**src/rtl/decode_mc_if.sv**
```systemverilog
// Instruction-field / control-output bundle between the IR, the multicycle
// decoder and the datapath muxes and enables.
interface decode_mc_if #(
   parameter int ALUCTRL_W = 3
);
   logic [1:0]           Op;
   logic [5:0]           Funct;
   logic [3:0]           Rd;
   logic                 IsMul;
   logic                 MemReady;
   logic                 PCWrite;
   logic                 IRWrite;
   logic                 RegW;
   logic                 MemW;
   logic                 AdrSrc;
   logic [1:0]           ResultSrc;
   logic [1:0]           ALUSrcA;
   logic [1:0]           ALUSrcB;
   logic [1:0]           ImmSrc;
   logic [1:0]           RegSrc;
   logic [ALUCTRL_W-1:0] ALUControl;
   logic [1:0]           FlagW;
   logic                 MulStart;
   logic                 Illegal;
   logic [3:0]           State;

   modport master (
      output Op, Funct, Rd, IsMul, MemReady,
      input  PCWrite, IRWrite, RegW, MemW, AdrSrc, ResultSrc, ALUSrcA, ALUSrcB,
             ImmSrc, RegSrc, ALUControl, FlagW, MulStart, Illegal, State
   );

   modport slave (
      input  Op, Funct, Rd, IsMul, MemReady,
      output PCWrite, IRWrite, RegW, MemW, AdrSrc, ResultSrc, ALUSrcA, ALUSrcB,
             ImmSrc, RegSrc, ALUControl, FlagW, MulStart, Illegal, State
   );
endinterface

```
**src/rtl/decode_mc.sv**
```systemverilog
// Multicycle ARM-subset control unit: main FSM, ALU decoder, PC logic and
// instruction decoder, with memory-ready stalls and a multi-cycle multiply.
module decode_mc #(
   parameter int ALUCTRL_W   = 3,
   parameter int MUL_LATENCY = 4,
   parameter int ENABLE_MUL  = 1
) (
   input  logic       clk,
   input  logic       reset,
   decode_mc_if.slave bus
);
   typedef enum logic [3:0] {
      S_FETCH    = 4'd0,  S_DECODE   = 4'd1,  S_MEMADR   = 4'd2,
      S_MEMREAD  = 4'd3,  S_MEMWB    = 4'd4,  S_MEMWRITE = 4'd5,
      S_EXECUTER = 4'd6,  S_EXECUTEI = 4'd7,  S_ALUWB    = 4'd8,
      S_BRANCH   = 4'd9,  S_MULWAIT  = 4'd10
   } state_t;

   localparam logic [3:0] LP_MUL_LOAD = 4'(MUL_LATENCY - 1);

   state_t               r_state, w_next;
   logic [3:0]           r_cnt;
   logic                 r_nowrite, r_mulpath;
   logic                 w_nextpc, w_irw, w_regw, w_memw, w_adr, w_aluop;
   logic                 w_branch, w_ms, w_ill, w_nw, w_pcs;
   logic [1:0]           w_res, w_sa, w_sb, w_fw;
   logic [2:0]           w_alu3;
   logic [ALUCTRL_W-1:0] w_aluctrl;

   always_ff @(posedge clk) begin
      if (!reset) begin
         r_state   <= S_FETCH;
         r_cnt     <= '0;
         r_nowrite <= 1'b0;
         r_mulpath <= 1'b0;
      end else begin
         r_state <= w_next;
         if (r_state == S_DECODE && w_next == S_MULWAIT)
            r_cnt <= LP_MUL_LOAD;
         else if (r_state == S_MULWAIT && r_cnt != 4'd0)
            r_cnt <= r_cnt - 4'd1;
         if (r_state == S_FETCH)
            r_nowrite <= 1'b0;
         else if (r_state == S_EXECUTER || r_state == S_EXECUTEI)
            r_nowrite <= w_nw;
         // ALUWB picks MulResult only when entered straight from MULWAIT
         r_mulpath <= (r_state == S_MULWAIT) && (r_cnt == 4'd0);
      end
   end

   always_comb begin
      w_next   = r_state;
      w_nextpc = 1'b0;
      w_irw    = 1'b0;
      w_regw   = 1'b0;
      w_memw   = 1'b0;
      w_adr    = 1'b0;
      w_res    = 2'b00;
      w_sa     = 2'b00;
      w_sb     = 2'b00;
      w_aluop  = 1'b0;
      w_branch = 1'b0;
      w_ms     = 1'b0;
      w_ill    = 1'b0;
      case (r_state)
         S_FETCH: begin
            w_sa     = 2'b01;
            w_sb     = 2'b10;
            w_res    = 2'b10;
            w_irw    = bus.MemReady;
            w_nextpc = bus.MemReady;
            if (bus.MemReady) w_next = S_DECODE;
         end
         S_DECODE: begin
            w_sa  = 2'b01;
            w_sb  = 2'b10;
            w_res = 2'b10;
            case (bus.Op)
               2'b01: w_next = S_MEMADR;
               2'b10: w_next = S_BRANCH;
               2'b00: begin
                  if (bus.Funct[5])                      w_next = S_EXECUTEI;
                  else if (bus.IsMul && ENABLE_MUL != 0) w_next = S_MULWAIT;
                  else                                   w_next = S_EXECUTER;
               end
               default: begin
                  w_next = S_FETCH;
                  w_ill  = 1'b1;
               end
            endcase
         end
         S_MEMADR: begin
            w_sb   = 2'b01;
            w_next = bus.Funct[0] ? S_MEMREAD : S_MEMWRITE;
         end
         S_MEMREAD: begin
            w_adr = 1'b1;
            if (bus.MemReady) w_next = S_MEMWB;
         end
         S_MEMWB: begin
            w_res  = 2'b01;
            w_regw = 1'b1;
            w_next = S_FETCH;
         end
         S_MEMWRITE: begin
            w_adr  = 1'b1;
            w_memw = bus.MemReady;
            if (bus.MemReady) w_next = S_FETCH;
         end
         S_EXECUTER: begin
            w_aluop = 1'b1;
            w_next  = S_ALUWB;
         end
         S_EXECUTEI: begin
            w_sb    = 2'b01;
            w_aluop = 1'b1;
            w_next  = S_ALUWB;
         end
         S_MULWAIT: begin
            w_ms = (r_cnt == LP_MUL_LOAD);
            if (r_cnt == 4'd0) w_next = S_ALUWB;
         end
         S_ALUWB: begin
            w_res  = r_mulpath ? 2'b11 : 2'b00;
            w_regw = !r_nowrite;
            w_next = S_FETCH;
         end
         S_BRANCH: begin
            w_sa     = 2'b10;
            w_sb     = 2'b01;
            w_res    = 2'b10;
            w_branch = 1'b1;
            w_next   = S_FETCH;
         end
         default: w_next = S_FETCH;
      endcase
      // reset abandons the instruction: no enables, FETCH mux settings
      if (!reset) begin
         w_nextpc = 1'b0;
         w_irw    = 1'b0;
         w_regw   = 1'b0;
         w_memw   = 1'b0;
         w_branch = 1'b0;
         w_ms     = 1'b0;
         w_ill    = 1'b0;
         w_aluop  = 1'b0;
         w_adr    = 1'b0;
         w_sa     = 2'b01;
         w_sb     = 2'b10;
         w_res    = 2'b10;
      end
   end

   always_comb begin
      w_alu3 = 3'b000;
      w_fw   = 2'b00;
      w_nw   = 1'b0;
      if (w_aluop) begin
         case (bus.Funct[4:1])
            4'b0100: begin w_alu3 = 3'b000; w_fw = {2{bus.Funct[0]}}; end
            4'b0010: begin w_alu3 = 3'b001; w_fw = {2{bus.Funct[0]}}; end
            4'b0000: begin w_alu3 = 3'b010; w_fw = {bus.Funct[0], 1'b0}; end
            4'b1100: begin w_alu3 = 3'b011; w_fw = {bus.Funct[0], 1'b0}; end
            4'b0001: begin w_alu3 = 3'b100; w_fw = {bus.Funct[0], 1'b0}; end
            4'b1101: begin w_alu3 = 3'b101; w_fw = {bus.Funct[0], 1'b0}; end
            4'b1010: begin w_alu3 = 3'b001; w_fw = {1'b1, bus.Funct[0]}; w_nw = 1'b1; end
            4'b1000: begin w_alu3 = 3'b010; w_fw = 2'b10; w_nw = 1'b1; end
            default: ;
         endcase
      end
      w_aluctrl      = '0;
      w_aluctrl[2:0] = w_alu3;
   end

   assign w_pcs = ((bus.Rd == 4'hF) && w_regw) || w_branch;

   assign bus.PCWrite    = w_nextpc | w_pcs;
   assign bus.IRWrite    = w_irw;
   assign bus.RegW       = w_regw;
   assign bus.MemW       = w_memw;
   assign bus.AdrSrc     = w_adr;
   assign bus.ResultSrc  = w_res;
   assign bus.ALUSrcA    = w_sa;
   assign bus.ALUSrcB    = w_sb;
   assign bus.ImmSrc     = bus.Op;
   assign bus.RegSrc     = {bus.Op == 2'b01, bus.Op == 2'b10};
   assign bus.ALUControl = w_aluctrl;
   assign bus.FlagW      = w_fw;
   assign bus.MulStart   = w_ms;
   assign bus.Illegal    = w_ill;
   assign bus.State      = r_state;
endmodule

```
**src/flat_wrapper.sv**
```systemverilog
// flat-port wrapper written by rule: the top's interface ports become plain ports
module decode_mc_flat 
#(
   parameter int ALUCTRL_W   = 3,
   parameter int MUL_LATENCY = 4,
   parameter int ENABLE_MUL  = 1
)
  (clk, reset, bus_Op, bus_Funct, bus_Rd, bus_IsMul, bus_MemReady, bus_PCWrite, bus_IRWrite, bus_RegW, bus_MemW, bus_AdrSrc, bus_ResultSrc, bus_ALUSrcA, bus_ALUSrcB, bus_ImmSrc, bus_RegSrc, bus_ALUControl, bus_FlagW, bus_MulStart, bus_Illegal, bus_State);
  decode_mc_if #(.ALUCTRL_W(ALUCTRL_W)) bus_i ();
  input  logic clk;
  input  logic reset;
  input wire logic [$bits(bus_i.Op)-1:0] bus_Op;
  input wire logic [$bits(bus_i.Funct)-1:0] bus_Funct;
  input wire logic [$bits(bus_i.Rd)-1:0] bus_Rd;
  input wire logic [$bits(bus_i.IsMul)-1:0] bus_IsMul;
  input wire logic [$bits(bus_i.MemReady)-1:0] bus_MemReady;
  output wire logic [$bits(bus_i.PCWrite)-1:0] bus_PCWrite;
  output wire logic [$bits(bus_i.IRWrite)-1:0] bus_IRWrite;
  output wire logic [$bits(bus_i.RegW)-1:0] bus_RegW;
  output wire logic [$bits(bus_i.MemW)-1:0] bus_MemW;
  output wire logic [$bits(bus_i.AdrSrc)-1:0] bus_AdrSrc;
  output wire logic [$bits(bus_i.ResultSrc)-1:0] bus_ResultSrc;
  output wire logic [$bits(bus_i.ALUSrcA)-1:0] bus_ALUSrcA;
  output wire logic [$bits(bus_i.ALUSrcB)-1:0] bus_ALUSrcB;
  output wire logic [$bits(bus_i.ImmSrc)-1:0] bus_ImmSrc;
  output wire logic [$bits(bus_i.RegSrc)-1:0] bus_RegSrc;
  output wire logic [$bits(bus_i.ALUControl)-1:0] bus_ALUControl;
  output wire logic [$bits(bus_i.FlagW)-1:0] bus_FlagW;
  output wire logic [$bits(bus_i.MulStart)-1:0] bus_MulStart;
  output wire logic [$bits(bus_i.Illegal)-1:0] bus_Illegal;
  output wire logic [$bits(bus_i.State)-1:0] bus_State;
  assign bus_i.Op = bus_Op;
  assign bus_i.Funct = bus_Funct;
  assign bus_i.Rd = bus_Rd;
  assign bus_i.IsMul = bus_IsMul;
  assign bus_i.MemReady = bus_MemReady;
  assign bus_PCWrite = bus_i.PCWrite;
  assign bus_IRWrite = bus_i.IRWrite;
  assign bus_RegW = bus_i.RegW;
  assign bus_MemW = bus_i.MemW;
  assign bus_AdrSrc = bus_i.AdrSrc;
  assign bus_ResultSrc = bus_i.ResultSrc;
  assign bus_ALUSrcA = bus_i.ALUSrcA;
  assign bus_ALUSrcB = bus_i.ALUSrcB;
  assign bus_ImmSrc = bus_i.ImmSrc;
  assign bus_RegSrc = bus_i.RegSrc;
  assign bus_ALUControl = bus_i.ALUControl;
  assign bus_FlagW = bus_i.FlagW;
  assign bus_MulStart = bus_i.MulStart;
  assign bus_Illegal = bus_i.Illegal;
  assign bus_State = bus_i.State;
  decode_mc #(.ALUCTRL_W(ALUCTRL_W), .MUL_LATENCY(MUL_LATENCY), .ENABLE_MUL(ENABLE_MUL)) u_core (.clk(clk), .reset(reset), .bus(bus_i));
endmodule
```
**config.mk**
```make
export PLATFORM = sky130hd
export DESIGN_NAME = decode_mc_flat
export DESIGN_NICKNAME = d
export VERILOG_FILES = /design/src/rtl/decode_mc_if.sv /design/src/rtl/decode_mc.sv /design/src/flat_wrapper.sv
export SDC_FILE = /design/constraint.sdc
export NUM_CORES = 1
export LEC_CHECK = 0
export ABC_AREA = 1
export CAP_MARGIN = 20
export CORE_MARGIN = 1
export CORE_UTILIZATION = 40
export CTS_CLUSTER_SIZE = 40
export DETAILED_ROUTE_END_ITERATION = 10
export PLACE_DENSITY = 0.78
export RECOVER_POWER = 25
export SLEW_MARGIN = 20
export SYNTH_ARGS = -nofsm -noshare
export SYNTH_HDL_FRONTEND = slang
export SYNTH_SLANG_ARGS = --single-unit
```
**constraint.sdc**
```tcl
create_clock -name clk -period 1.65 [get_ports clk]
set_clock_uncertainty 0.1 [all_clocks]
set_input_delay 0.33 -clock clk [delete_from_list [all_inputs] [get_ports clk]]
set_output_delay 0.33 -clock clk [all_outputs]
set_load 0.005 [all_outputs]
```
==> results of run 1 <==
==> logic make-up after synthesis <==
| logic type | count (synthesis) |
|---|---|
| DFF | 10 |
| adders and majority gates | 2 |
| and+or+nand+nor | 88 |
| buffers and inverters | 31 |
| AOI/OAI and AO/OA | 24 |
==> cells in the mapped netlist, drive strengths merged <==
| cell | n | area share (%) |
|---|---|---|
| a211oi | 2 | 1.7 |
| a21oi | 12 | 6.8 |
| buf | 4 | 3.1 |
| clkbuf | 1 | 0.43 |
| dfxtp | 10 | 23 |
| ha | 2 | 2.8 |
| inv | 26 | 11 |
| nand2 | 34 | 16 |
| nand3 | 18 | 10 |
| nand4 | 1 | 0.71 |
| nor2 | 28 | 14 |
| nor3 | 4 | 2.3 |
| nor4 | 3 | 2.1 |
| o21ai | 9 | 5.1 |
| o22ai | 1 | 0.71 |
==> timing repair <==
item / in CTS
cloned: 0
buffers inserted: 16
resized for setup: 155
setup endpoints to repair: 26
pin swaps: 25
==> metrics by stage <==
step / hold WS, ps / worst slack (ps) / std cells
floorplan: 349 / 208 / 155
global placement: 408 / -667 / 253
detailed placement: 417 / -709 / 253
CTS: 454 / -190 / 272
==> results by group, run 1 <==
Logic synthesis
  – Post-Syn Area: 881 um^2
  – Multiplexer share of the synthesized area: 0%
  – Net count after synthesis: 173
  – Fraction of synthesized cell area in xor and xnor cells: 0%
  – Main combinational cell family by area after synthesis: simple AND/OR/NAND/NOR gates
  – Complex-gate fraction of the synthesized area: 14.3%
  – Instance count of the mapped netlist: 155
  – Mapped Avg Cell Area: 5.68 um^2
  – Count of state elements after synthesis: 10
  – Number of warnings printed during yosys synthesis: 0
  – Simple-Gate Fraction of Synth Area: 45.5%
  – Post-synthesis sequential area ratio: 22.7%
  – Unique masters post-synth: 22
  – Post-synthesis adder-cell area fraction: 2.84%

Floorplanning
  – Effective utilization at floorplan: 43.6%
  – Top-Level Pins: 42
  – Vert. Die Dim: 48.9 um
  – Number of core rows: 16
  – Die outline width: 48.9 um

Clocking
  – Sink count of the clock tree: 10
  – Root buffer cell: sky130_fd_sc_hd__clkbuf_4
  – Maximum number of buffers from clock root to sink: 2
  – Count of hold buffers inserted by post-cts repair: 0
  – Max H-tree Level: 1
  – Number of CTS-inserted buffers: 3

GRT
  – Initial antenna violation count: 0
  – Pin count of the biggest net entering global routing: 7

Timing
  – Worst-path endpoint category: output port
  – GRT worst endpoint: bus_PCWrite

Placement
  – Instance area after placement: 0.00156 mm^2
  – Half-perimeter wire length of the detailed placement result: 2.43 mm
  – IO Port Bufs: 41
  – Global placement routability congestion: 0.862

Status
  – Exit stage: 5_1_grt
  – Outcome: did not finish
  – First error in the log: [ERROR DPL-0033] detailed placement checks failed during check placement.
==> inputs of run 2 (changes only) <==
--- a/config.mk
+++ b/config.mk
@@ -7,11 +7,10 @@
 export LEC_CHECK = 0
 export ABC_AREA = 1
 export CAP_MARGIN = 20
-export CORE_MARGIN = 1
-export CORE_UTILIZATION = 40
-export CTS_CLUSTER_SIZE = 40
+export CORE_AREA = 2 2 63 65
 export DETAILED_ROUTE_END_ITERATION = 10
-export PLACE_DENSITY = 0.78
+export DIE_AREA = 0 0 65 67
+export PLACE_DENSITY_LB_ADDON = 0.15
 export RECOVER_POWER = 25
 export SLEW_MARGIN = 20
 export SYNTH_ARGS = -nofsm -noshare
==> run 2 against run 1 <==
The flow now finishes, with violations (setup timing). Synthesized cell count unchanged. Area after synthesis unchanged.
==> results by group, run 2 <==
Status
  – Outcome: complete, but fails checks
  – Violated checks: setup timing

Clocking
  – Clock latency at the later pin of the worst-skew pair: 240 ps
  – Maximum number of buffers from clock root to sink: 2
  – Number of CTS-inserted buffers: 3
  – Clock transition time at the flip-flop clock pins of the worst setup and hold paths: 50 ps
  – Sink count of the clock tree: 10
  – TritonCTS clock tree: yes
  – Root buffer cell: sky130_fd_sc_hd__clkbuf_8
  – Max H-tree Level: 1

Logic synthesis
  – Top area cells in the synthesized netlist: sky130_fd_sc_hd__dfxtp_1, sky130_fd_sc_hd__nand2_1, sky130_fd_sc_hd__nand3_1
  – Async set or reset register ratio after synthesis: 0%
  – Main combinational cell family by area after synthesis: simple AND/OR/NAND/NOR gates
  – Most used flip-flop cell after synthesis: sky130_fd_sc_hd__dfxtp_1
  – Synth top area share: 22.7%
  – Count leader, synth: sky130_fd_sc_hd__nand2_1
  – Count of state elements after synthesis: 10
  – Fraction of synthesized cell area in xor and xnor cells: 0%
  – Post-synthesis adder-cell area fraction: 2.84%
  – Instance count of the mapped netlist: 155
  – Unique masters post-synth: 22
  – Cell type with the largest total area after synthesis: sky130_fd_sc_hd__dfxtp_1
  – Complex-gate fraction of the synthesized area: 14.3%
  – Leading post-synthesis cells by instance count: sky130_fd_sc_hd__nand2_1, sky130_fd_sc_hd__inv_1, sky130_fd_sc_hd__nor2_1
  – Simple-Gate Fraction of Synth Area: 45.5%
  – Post-Syn Area: 881 um^2
  – Multiplexer share of the synthesized area: 0%
  – Net count after synthesis: 173
  – Number of flops mapped to enable cells by yosys: 0
  – Mapped Avg Cell Area: 5.68 um^2
  – Number of warnings printed during yosys synthesis: 0
  – Post-synthesis sequential area ratio: 22.7%

Final layout
  – Antenna cell count: 0
  – Non-filler cells in the finished layout: 301
  – Finished layout cell area: 0.00210 mm^2
  – Layout fillers: 327
  – Multi-input gate area in the final layout: 851 um^2
  – Fin nets: 272
  – Post-synthesis to final-layout area growth: 139%
  – Final core occ: 58.3%
  – Most frequent cells in the layout: sky130_fd_sc_hd__buf_4, sky130_fd_sc_hd__nand2_1, sky130_fd_sc_hd__buf_2, sky130_fd_sc_hd__buf_6, sky130_fd_sc_hd__inv_1
  – Commonest non-fill, non-tap cell in the layout: sky130_fd_sc_hd__buf_4
  – Share of final-layout standard cells stronger than drive strength 1: 59.7%
  – FF/Latch Area: 215 um^2

Worst setup path
  – Worst reg2reg endpoint: u_core.r_cnt[2]
  – Critical R2R Launch: u_core.bus.State[1]
  – Category of the worst setup path launch point: flip-flop
  – Critical Setup Path Class: reg -> out
  – Peak fanout along the critical path: 5
  – Worst-case reg-to-reg path depth: 10
  – Required time of the critical path: 1220 ps
  – Worst Path Arrival: 1370 ps
  – Minimum setup slack among reg-to-reg paths: 60 ps
  – Type of destination of the critical path: primary output

Timing
  – Total count of hold-check failures in the final report: 0
  – Headroom to the max-slew limit: 83.3%
  – Final WS setup: -152 ps
  – Achievable clock frequency: 555 MHz
  – Final Slew Violations: 0
  – Setup repair after global routing missed its margin: true
  – Final critical-path share of the clock period: 109%
  – Total negative setup slack: -998 ps
  – Fin Hold WS: 451 ps
  – Post-route minimum period: 1800 ps
  – Total setup violations reported at the end of the flow: 13
  – Slew at the pin closest to its max-slew limit: 248 ps

Floorplanning
  – Total Die Area: 0.00436 mm^2
  – Vert. Die Dim: 67 um
  – Core Box Area: 0.00361 mm^2
  – Die outline width: 65 um
  – Effective utilization at floorplan: 24.4%
  – Top-Level Pins: 42
  – Number of core rows: 22

GRT
  – Wire length of the first global-routing pass: 6.03 mm
  – GRT Resource Usage Total: 17.9%
  – Pin count of the biggest net entering global routing: 9
  – Number of global-route vias before repair: 1,401
  – Initial antenna violation count: 0
  – Total congestion overflow: 0

Route
  – Routed via count: 1,413
  – Drt pass-1 iters: 4
  – Via density: 4.69
  – Average detailed-routed wire length per instance: 13.3 um
  – Number of remaining DRC errors: 0
  – WL final: 4.00 mm
  – Number of DRC markers in iteration 0: 24
  – Final ANT Viol Nets: 0

Pwr
  – Combinational fraction of design power: 44.0%
  – Total net switching power: 0.345 mW
  – Power density normalized to cell area: 490 mW/mm^2
  – Lkg Pwr: 1.05 nW
  – Share of power burned in registers: 25.9%
  – Internal power: 0.686 mW
  – Power, Total: 1.03 mW
  – Switching share of power: 33.4%
  – Clock share of power: 30.1%
  – Peak supply drop: 389 uV

Hold path
  – Worst hold start: u_core.r_cnt[3]
  – Worst hold stages: 3
  – Worst hold path endpoint: u_core.r_cnt[3]
  – Type of the worst min-delay path: reg -> reg

Placement
  – Instance area after placement: 0.00164 mm^2
  – IO Port Bufs: 41
  – Global placement routability congestion: 0.780
  – Cell count after placement: 281
  – Place WS: -712 ps
  – Half-perimeter wire length of the detailed placement result: 2.67 mm

Job
  – Max Cap Viol: 0
-- run 2: kinds of logic after synthesis --
logic type / Yosys count
AO/OA/AOI/OAI: 24
adder cells (fa/ha/maj): 2
AND/OR/NAND/NOR: 88
flip-flops: 10
buffers and inverters: 31
-- run 2: critical path, cell delays in order, from the launching register on --
cell,delay [ps]
sky130_fd_sc_hd__dfxtp_4,380
sky130_fd_sc_hd__inv_4,70
sky130_fd_sc_hd__nand2_4,70
sky130_fd_sc_hd__o21ai_2,150
sky130_fd_sc_hd__nand3_2,100
sky130_fd_sc_hd__buf_6,130
sky130_fd_sc_hd__o21ai_2,90
sky130_fd_sc_hd__buf_2,120
-- run 2: power groups by stage --
stage                     Combinational [mW]  Sequential, mW  Clock, mW
after floorplan                        0.112           0.264          0
after global placement                 0.311           0.263          0
after detailed placement               0.315           0.263          0
after CTS                              0.373           0.263      0.320
after global routing                   0.489           0.268      0.326
final                                  0.454           0.267      0.310
-- run 2: final cells by class --
class | instances | area share [%]
Inverter | 26 | 5.71
Timing Repair Buffer | 99 | 38.1
Clock buffer | 4 | 2.62
Tap cell | 48 | 2.86
Multi-Input combinational cell | 114 | 40.5
Sequential cell | 10 | 10.2
-- run 2: routing by layer --
layer	GRT usage, %	wire (um)	vias up
li1	-	-	694
met1	17.4	1550	684
met2	36.9	2260	29
met3	4.05	138	6
met4	5.59	56	0
met5	0	0	-
-- run 2: worst max path at each step --
stage / from / to / slack [ps] / depth (start not counted)
global placement: bus_Funct[3] / bus_FlagW[0] / -650 / 6
CTS: u_core.bus.State[3] / bus_FlagW[1] / -180 / 8
detailed placement: bus_Funct[4] / bus_FlagW[0] / -710 / 5
finish: u_core.bus.State[2] / bus_PCWrite / -150 / 7
global route: u_core.bus.State[2] / bus_PCWrite / -220 / 7
floorplan: u_core.bus.State[2] / bus_ALUControl[0] / 210 / 4
-- run 2: repair_timing --
action,in CTS,in global routing
setup buffers,11,6
resized for setup,140,61
pin swaps,18,23
hold buffers,0,0
setup endpoints to repair,26,22
gates cloned,0,0
(Power assumes the default switching activity.)
